$ cat config.mk
export PLATFORM = sky130hd
export DESIGN_NAME = hazard_fwd_scoreboard
export DESIGN_NICKNAME = d
export VERILOG_FILES = /design/src/rtl/hazard_fwd_scoreboard.sv
export SDC_FILE = /design/constraint.sdc
export NUM_CORES = 1
export LEC_CHECK = 0
export ABC_AREA = 1
export ABC_CLOCK_PERIOD_IN_PS = 4100
export CORE_MARGIN = 2
export CORE_UTILIZATION = 60
export CTS_BUF_LIST = sky130_fd_sc_hd__clkbuf_16
export DETAILED_ROUTE_END_ITERATION = 10
export PLACE_DENSITY = 0.87
export SLEW_MARGIN = 20
export SYNTH_ARGS = -nofsm -noshare
export SYNTH_HDL_FRONTEND = slang
export SYNTH_SLANG_ARGS = --single-unit
$ cat constraint.sdc
create_clock -name clk -period 4.1 [get_ports clk]
set_input_delay 0.41 -clock clk [delete_from_list [all_inputs] [get_ports clk]]
set_output_delay 0.41 -clock clk [all_outputs]
set_load 0.02 [all_outputs]
$ cat src/rtl/hazard_fwd_scoreboard.sv
// Hazard detection and forwarding control for the pipelined core.
// A shift-register scoreboard follows each instruction's destination from
// EX (stage 1) to WB (stage DEPTH). The block stalls ID on RAW hazards that
// forwarding cannot yet cover (including load latency), and it drives per-operand
// forwarding selects for the EX operand muxes.
// DEPTH must be at least 2 + LOAD_LAT. If it is not, a load result could leave
// the scoreboard before it is ready to forward.
module hazard_fwd_scoreboard #(
    parameter int NUM_RS     = 2,
    parameter int DEPTH      = 3,
    parameter int LOAD_LAT   = 1,
    parameter int REG_ADDR_W = 5,
    parameter int SEL_W      = $clog2(DEPTH + 1)
) (
    input  logic                           clk,
    input  logic                           arst,
    input  logic                           en,
    input  logic                           issue_valid,
    input  logic [REG_ADDR_W-1:0]          issue_rd,
    input  logic                           issue_wen,
    input  logic                           issue_load,
    input  logic [NUM_RS*REG_ADDR_W-1:0]   issue_rs,
    input  logic [NUM_RS-1:0]              issue_rs_used,
    input  logic                           flush,
    output logic                           stall,
    output logic [NUM_RS*SEL_W-1:0]        fwd_sel,
    output logic                           ex_valid,
    output logic [31:0]                    stall_count
);

    // Stage at which a load result becomes forwardable; ALU results are ready at 2.
    localparam int LOAD_READY = 2 + LOAD_LAT;

    logic [DEPTH:1]                 valid_q, valid_d;
    logic [DEPTH:1]                 wen_q, wen_d;
    logic [DEPTH:1]                 load_q, load_d;
    logic [REG_ADDR_W-1:0]          rd_q [1:DEPTH];
    logic [REG_ADDR_W-1:0]          rd_d [1:DEPTH];
    logic [NUM_RS*REG_ADDR_W-1:0]   rs_ex_q, rs_ex_d;
    logic [NUM_RS-1:0]              rs_used_ex_q, rs_used_ex_d;
    logic [31:0]                    stall_count_q, stall_count_d;

    logic [NUM_RS-1:0]              port_stall;
    logic                           capture;

    genvar gi, gk;
    generate
        for (gi = 0; gi < NUM_RS; gi++) begin : g_port
            logic [REG_ADDR_W-1:0] id_addr;
            logic [REG_ADDR_W-1:0] ex_addr;
            logic [DEPTH:1]        id_match;
            logic [DEPTH:1]        ex_match;
            logic                  hit_stall;
            logic [SEL_W-1:0]      sel;

            assign id_addr = issue_rs[gi*REG_ADDR_W +: REG_ADDR_W];
            assign ex_addr = rs_ex_q[gi*REG_ADDR_W +: REG_ADDR_W];

            // x0 is hard-wired zero, so it never matches a producer.
            for (gk = 1; gk <= DEPTH; gk++) begin : g_stage
                assign id_match[gk] = valid_q[gk] & wen_q[gk] &
                                      (rd_q[gk] == id_addr) & (id_addr != '0);
                assign ex_match[gk] = valid_q[gk] & wen_q[gk] &
                                      (rd_q[gk] == ex_addr) & (ex_addr != '0);
            end

            // Youngest matching producer decides the hazard; the scan runs oldest to youngest so the last hit wins.
            always_comb begin
                hit_stall = 1'b0;
                for (int k = DEPTH; k >= 1; k--) begin
                    if (id_match[k]) begin
                        hit_stall = ((k + 1) < (load_q[k] ? LOAD_READY : 2));
                    end
                end
            end

            // Forward from the youngest producer beyond EX; 0 selects the register file.
            always_comb begin
                sel = '0;
                for (int k = DEPTH; k >= 2; k--) begin
                    if (ex_match[k]) begin
                        sel = SEL_W'(k);
                    end
                end
            end

            assign port_stall[gi] = issue_valid & issue_rs_used[gi] & hit_stall;
            assign fwd_sel[gi*SEL_W +: SEL_W] = rs_used_ex_q[gi] ? sel : '0;
        end
    endgenerate

    assign stall       = (|port_stall) & ~flush;
    assign capture     = issue_valid & ~stall & ~flush;
    assign ex_valid    = valid_q[1];
    assign stall_count = stall_count_q;

    // Advance the scoreboard and stall counter when the pipeline is enabled.
    always_comb begin
        valid_d       = valid_q;
        wen_d         = wen_q;
        load_d        = load_q;
        rd_d          = rd_q;
        rs_ex_d       = rs_ex_q;
        rs_used_ex_d  = rs_used_ex_q;
        stall_count_d = stall_count_q;
        if (en) begin
            for (int k = DEPTH; k >= 2; k--) begin
                valid_d[k] = valid_q[k-1];
                wen_d[k]   = wen_q[k-1];
                load_d[k]  = load_q[k-1];
                rd_d[k]    = rd_q[k-1];
            end
            // A stalled or flushed slot enters EX as a bubble.
            valid_d[1]   = capture;
            wen_d[1]     = issue_wen;
            load_d[1]    = issue_load;
            rd_d[1]      = issue_rd;
            rs_ex_d      = issue_rs;
            rs_used_ex_d = capture ? issue_rs_used : '0;
            if (stall && (stall_count_q != 32'hFFFF_FFFF)) begin
                stall_count_d = stall_count_q + 32'd1;
            end
        end
    end

    // State registers with asynchronous clear of all in-flight entries.
    always_ff @(posedge clk or posedge arst) begin
        if (arst) begin
            valid_q       <= '0;
            wen_q         <= '0;
            load_q        <= '0;
            for (int k = 1; k <= DEPTH; k++) begin
                rd_q[k] <= '0;
            end
            rs_ex_q       <= '0;
            rs_used_ex_q  <= '0;
            stall_count_q <= '0;
        end else begin
            valid_q       <= valid_d;
            wen_q         <= wen_d;
            load_q        <= load_d;
            rd_q          <= rd_d;
            rs_ex_q       <= rs_ex_d;
            rs_used_ex_q  <= rs_used_ex_d;
            stall_count_q <= stall_count_d;
        end
    end

endmodule

==> impl_metrics.json <==
{
  "viasPerCell": 5.75,
  "insertedDiodeCount": 0,
  "drc": 0,
  "rsz0062_at_grt": "false",
  "drive_gt1_share_pct": 6.31,
  "p_seq_share_pct": 39.2,
  "final_cell_area_um2": 5330,
  "ir_drop_v": 0.000276,
  "dp_hpwl_mm": 8.71,
  "power.density_nw_per_um2": 346,
  "fin_setup_tns_ns": 0,
  "setup_viol": 0,
  "power_frac_comb_pct": 9.2,
  "grt_pass1_wl_mm": 20.4,
  "hold_viol_final": 0,
  "ctsResizeCount": 0,
  "ant_nets": 0,
  "skew_ns": 0.00380,
  "maxCapViolations": 0,
  "grt_max_degree": 66,
  "switching_power_mw": 0.435,
  "whs_ns": 0.509,
  "overflow": 0,
  "fmax_ghz": 0.384,
  "ys_top_cells_by_area": "dfrtp_1, nand2_1, inv_1",
  "avgSynthCellArea_um2": 6.98,
  "htreeDepth": 3,
  "syn_inst": 621,
  "synth_cell_types": 31,
  "cts_tree": "yes",
  "ios": 62,
  "die_area_um2": 7920,
  "synth_area_leader_cell": "dfrtp_1",
  "ys_seq_elements": 66,
  "drt-total-wl_mm": 12.4,
  "power.internal_mw": 1.41,
  "grt_use_total_pct": 33.7,
  "syn-cell-area_um2": 4330,
  "cts.sinks": 66,
  "area_delta_synth_final_pct": 22.9,
  "crit_fanout": 4,
  "core_area_um2": 6910,
  "clockPowerShare_pct": 51.6,
  "cts_buffers": 9,
  "rows": 30,
  "worstHoldPathType": "reg2reg",
  "clkSlewWorstSetupHoldPaths_ns": 0.06,
  "finalCriticalPeriod_ns": 2.60,
  "die_y_um": 89.0,
  "slew_viol_final": 0,
  "nets": 701,
  "worstPathRequired_ns": 3.69,
  "cts.path.max_buffers": 2,
  "postCtsHoldBufs": 0,
  "port_buffers": 61,
  "yosysSeqAreaShare_pct": 38.1,
  "clock_latency_ns": 0.33,
  "firstDrtPassIters": 5,
  "initial_core_util_pct": 62.8,
  "via_count": 4467,
  "leakage_nw": 2.94,
  "wl_per_cell_um": 15.9,
  "setup_ws_ns": 1.50,
  "synthesis.nets": 646,
  "yosysWarnings": 0,
  "end_kind": "output port",
  "p_sw_share_pct": 23.6,
  "place.gp.congestion": 0.916,
  "slew_headroom_pct": 39.3,
  "antenna_found_initial": 0,
  "fin_crit_sh_pct": 63.5,
  "crit_type": "in2out",
  "cts_root_buffer": "clkbuf_16",
  "cp.arrival_ns": 2.19,
  "placed_area_um2": 4960,
  "synth_top_area_share_pct": 38.1,
  "post_cts_buffers": 0,
  "grt_pass1_vias": 4375,
  "drt-initial-drc-count": 278,
  "start_kind": "input pin",
  "outcome": "finished, final reports clean",
  "die_width_um": 89.0,
  "post-place-ws_ns": 1.52,
  "worst_slew_pin_slew_ns": 0.909
}
-- state kept, by name, indices dropped and copies added, names as in the netlist --
| signal | flops |
|---|---|
| stall_count | 32 |
| rd_q | 15 |
| rs_ex_q | 10 |
| valid_q | 3 |
| wen_q | 3 |
| rs_used_ex_q | 2 |
| load_q | 1 |
-- area by class of cell --
class,count,area [um^2]
Timing Repair Buffer,66,643
Clock buffer,9,225
Sequential cell,66,1650
Fill cell,503,1580
Tap cell,96,120
Clock inverter,7,141
Inverter,82,312
Multi-Input combinational cell,451,2230
-- power groups by stage --
stage	Clock, mW	Sequential (mW)	Combinational, mW
floorplan	0	0.721	0.107
global placement	0	0.731	0.161
detailed placement	0	0.731	0.165
CTS	0.953	0.721	0.168
global route	0.980	0.726	0.188
finish	0.951	0.723	0.169
-- critical path, stage by stage --
cell,delay [ns]
clkdlybuf4s50_1,0.54
inv_1,0.07
nand2_1,0.07
nand3_1,0.08
nor2_1,0.11
nand3_1,0.09
nand2_2,0.12
nand2_2,0.06
inv_1,0.06
clkdlybuf4s50_1,0.59
-- cells in the mapped netlist --
cell and count:
nand2_2 3, nor2_4 1, nor3_1 6, o22ai_1 9, buf_2 10, inv_2 6, inv_1 75, nand4_1 37
dfrtp_1 66, xor2_1 18, o21bai_1 33, and3b_1 1, nand4_4 1, nor3_2 1, ha_1 1, nand3_1 28
a21oi_1 8, o21ai_0 28, clkbuf_1 6, mux2_2 2, nor4_1 1, nand2_1 200, a221oi_1 1, buf_6 6
nor2_2 2, o21ai_1 1, nand2_4 2, nor2_8 1, xnor2_1 2, nor2_1 64, inv_4 1
-- cell families after synthesis --
group,share of synthesized area (%)
compound gates,11.5
xor+xnor,4.04
fa+ha+maj,0.289
buf+inv,10.4
flops,38.1
mux,0.520
simple gates,35.2
-- cells in the final DEF (no fill, tap or decap), types with 8 or more instances in the layout --
cell type and n:
nand2_1 200, inv_1 74, dfrtp_1 66, nor2_1 63, clkdlybuf4s50_1 60, nand4_1 37
o21bai_1 33, nand3_1 28, o21ai_0 28, xor2_1 18, o22ai_1 9, clkbuf_16 9
a21oi_1 8
-- final timing paths --
check / slack (ns) / startpoint / to / cells after the start
max in group asynchronous: 2.79 / arst / stall_count[14]$_DFFE_PP0P_ / 3
max: 1.50 / issue_rs[6] / stall / 10
min: 0.51 / wen_q[3]$_DFFE_PP0P_ / wen_q[3]$_DFFE_PP0P_ / 1
max reg2reg: 1.67 / stall_count[0]$_DFFE_PP0P_ / stall_count[5]$_DFFE_PP0P_ / 10
min in group asynchronous: 0.56 / arst / stall_count[2]$_DFFE_PP0P_ / 2
min reg2reg: 0.51 / wen_q[3]$_DFFE_PP0P_ / wen_q[3]$_DFFE_PP0P_ / 1
-- layer usage --
| layer | wire (um) | GRT usage (%) | part of all wire (%) |
|---|---|---|---|
| met1 | 4950 | 41.2 | 40 |
| met3 | 956 | 7.02 | 7.7 |
| met2 | 5980 | 56.2 | 48 |
| met4 | 472 | 17.4 | 3.8 |
| met5 | 0 | 0 | 0 |
-- through the flow --
step	utilization [%]	total power, mW	cells
5_1_grt	77.1	1.89	777
3_3_place_gp	71.8	0.892	761
6_report	77.1	1.84	777
4_1_cts	77.1	1.84	777
3_5_place_dp	71.8	0.896	761
2_1_floorplan	-	0.828	621
Power figures use the tool's default switching activity.
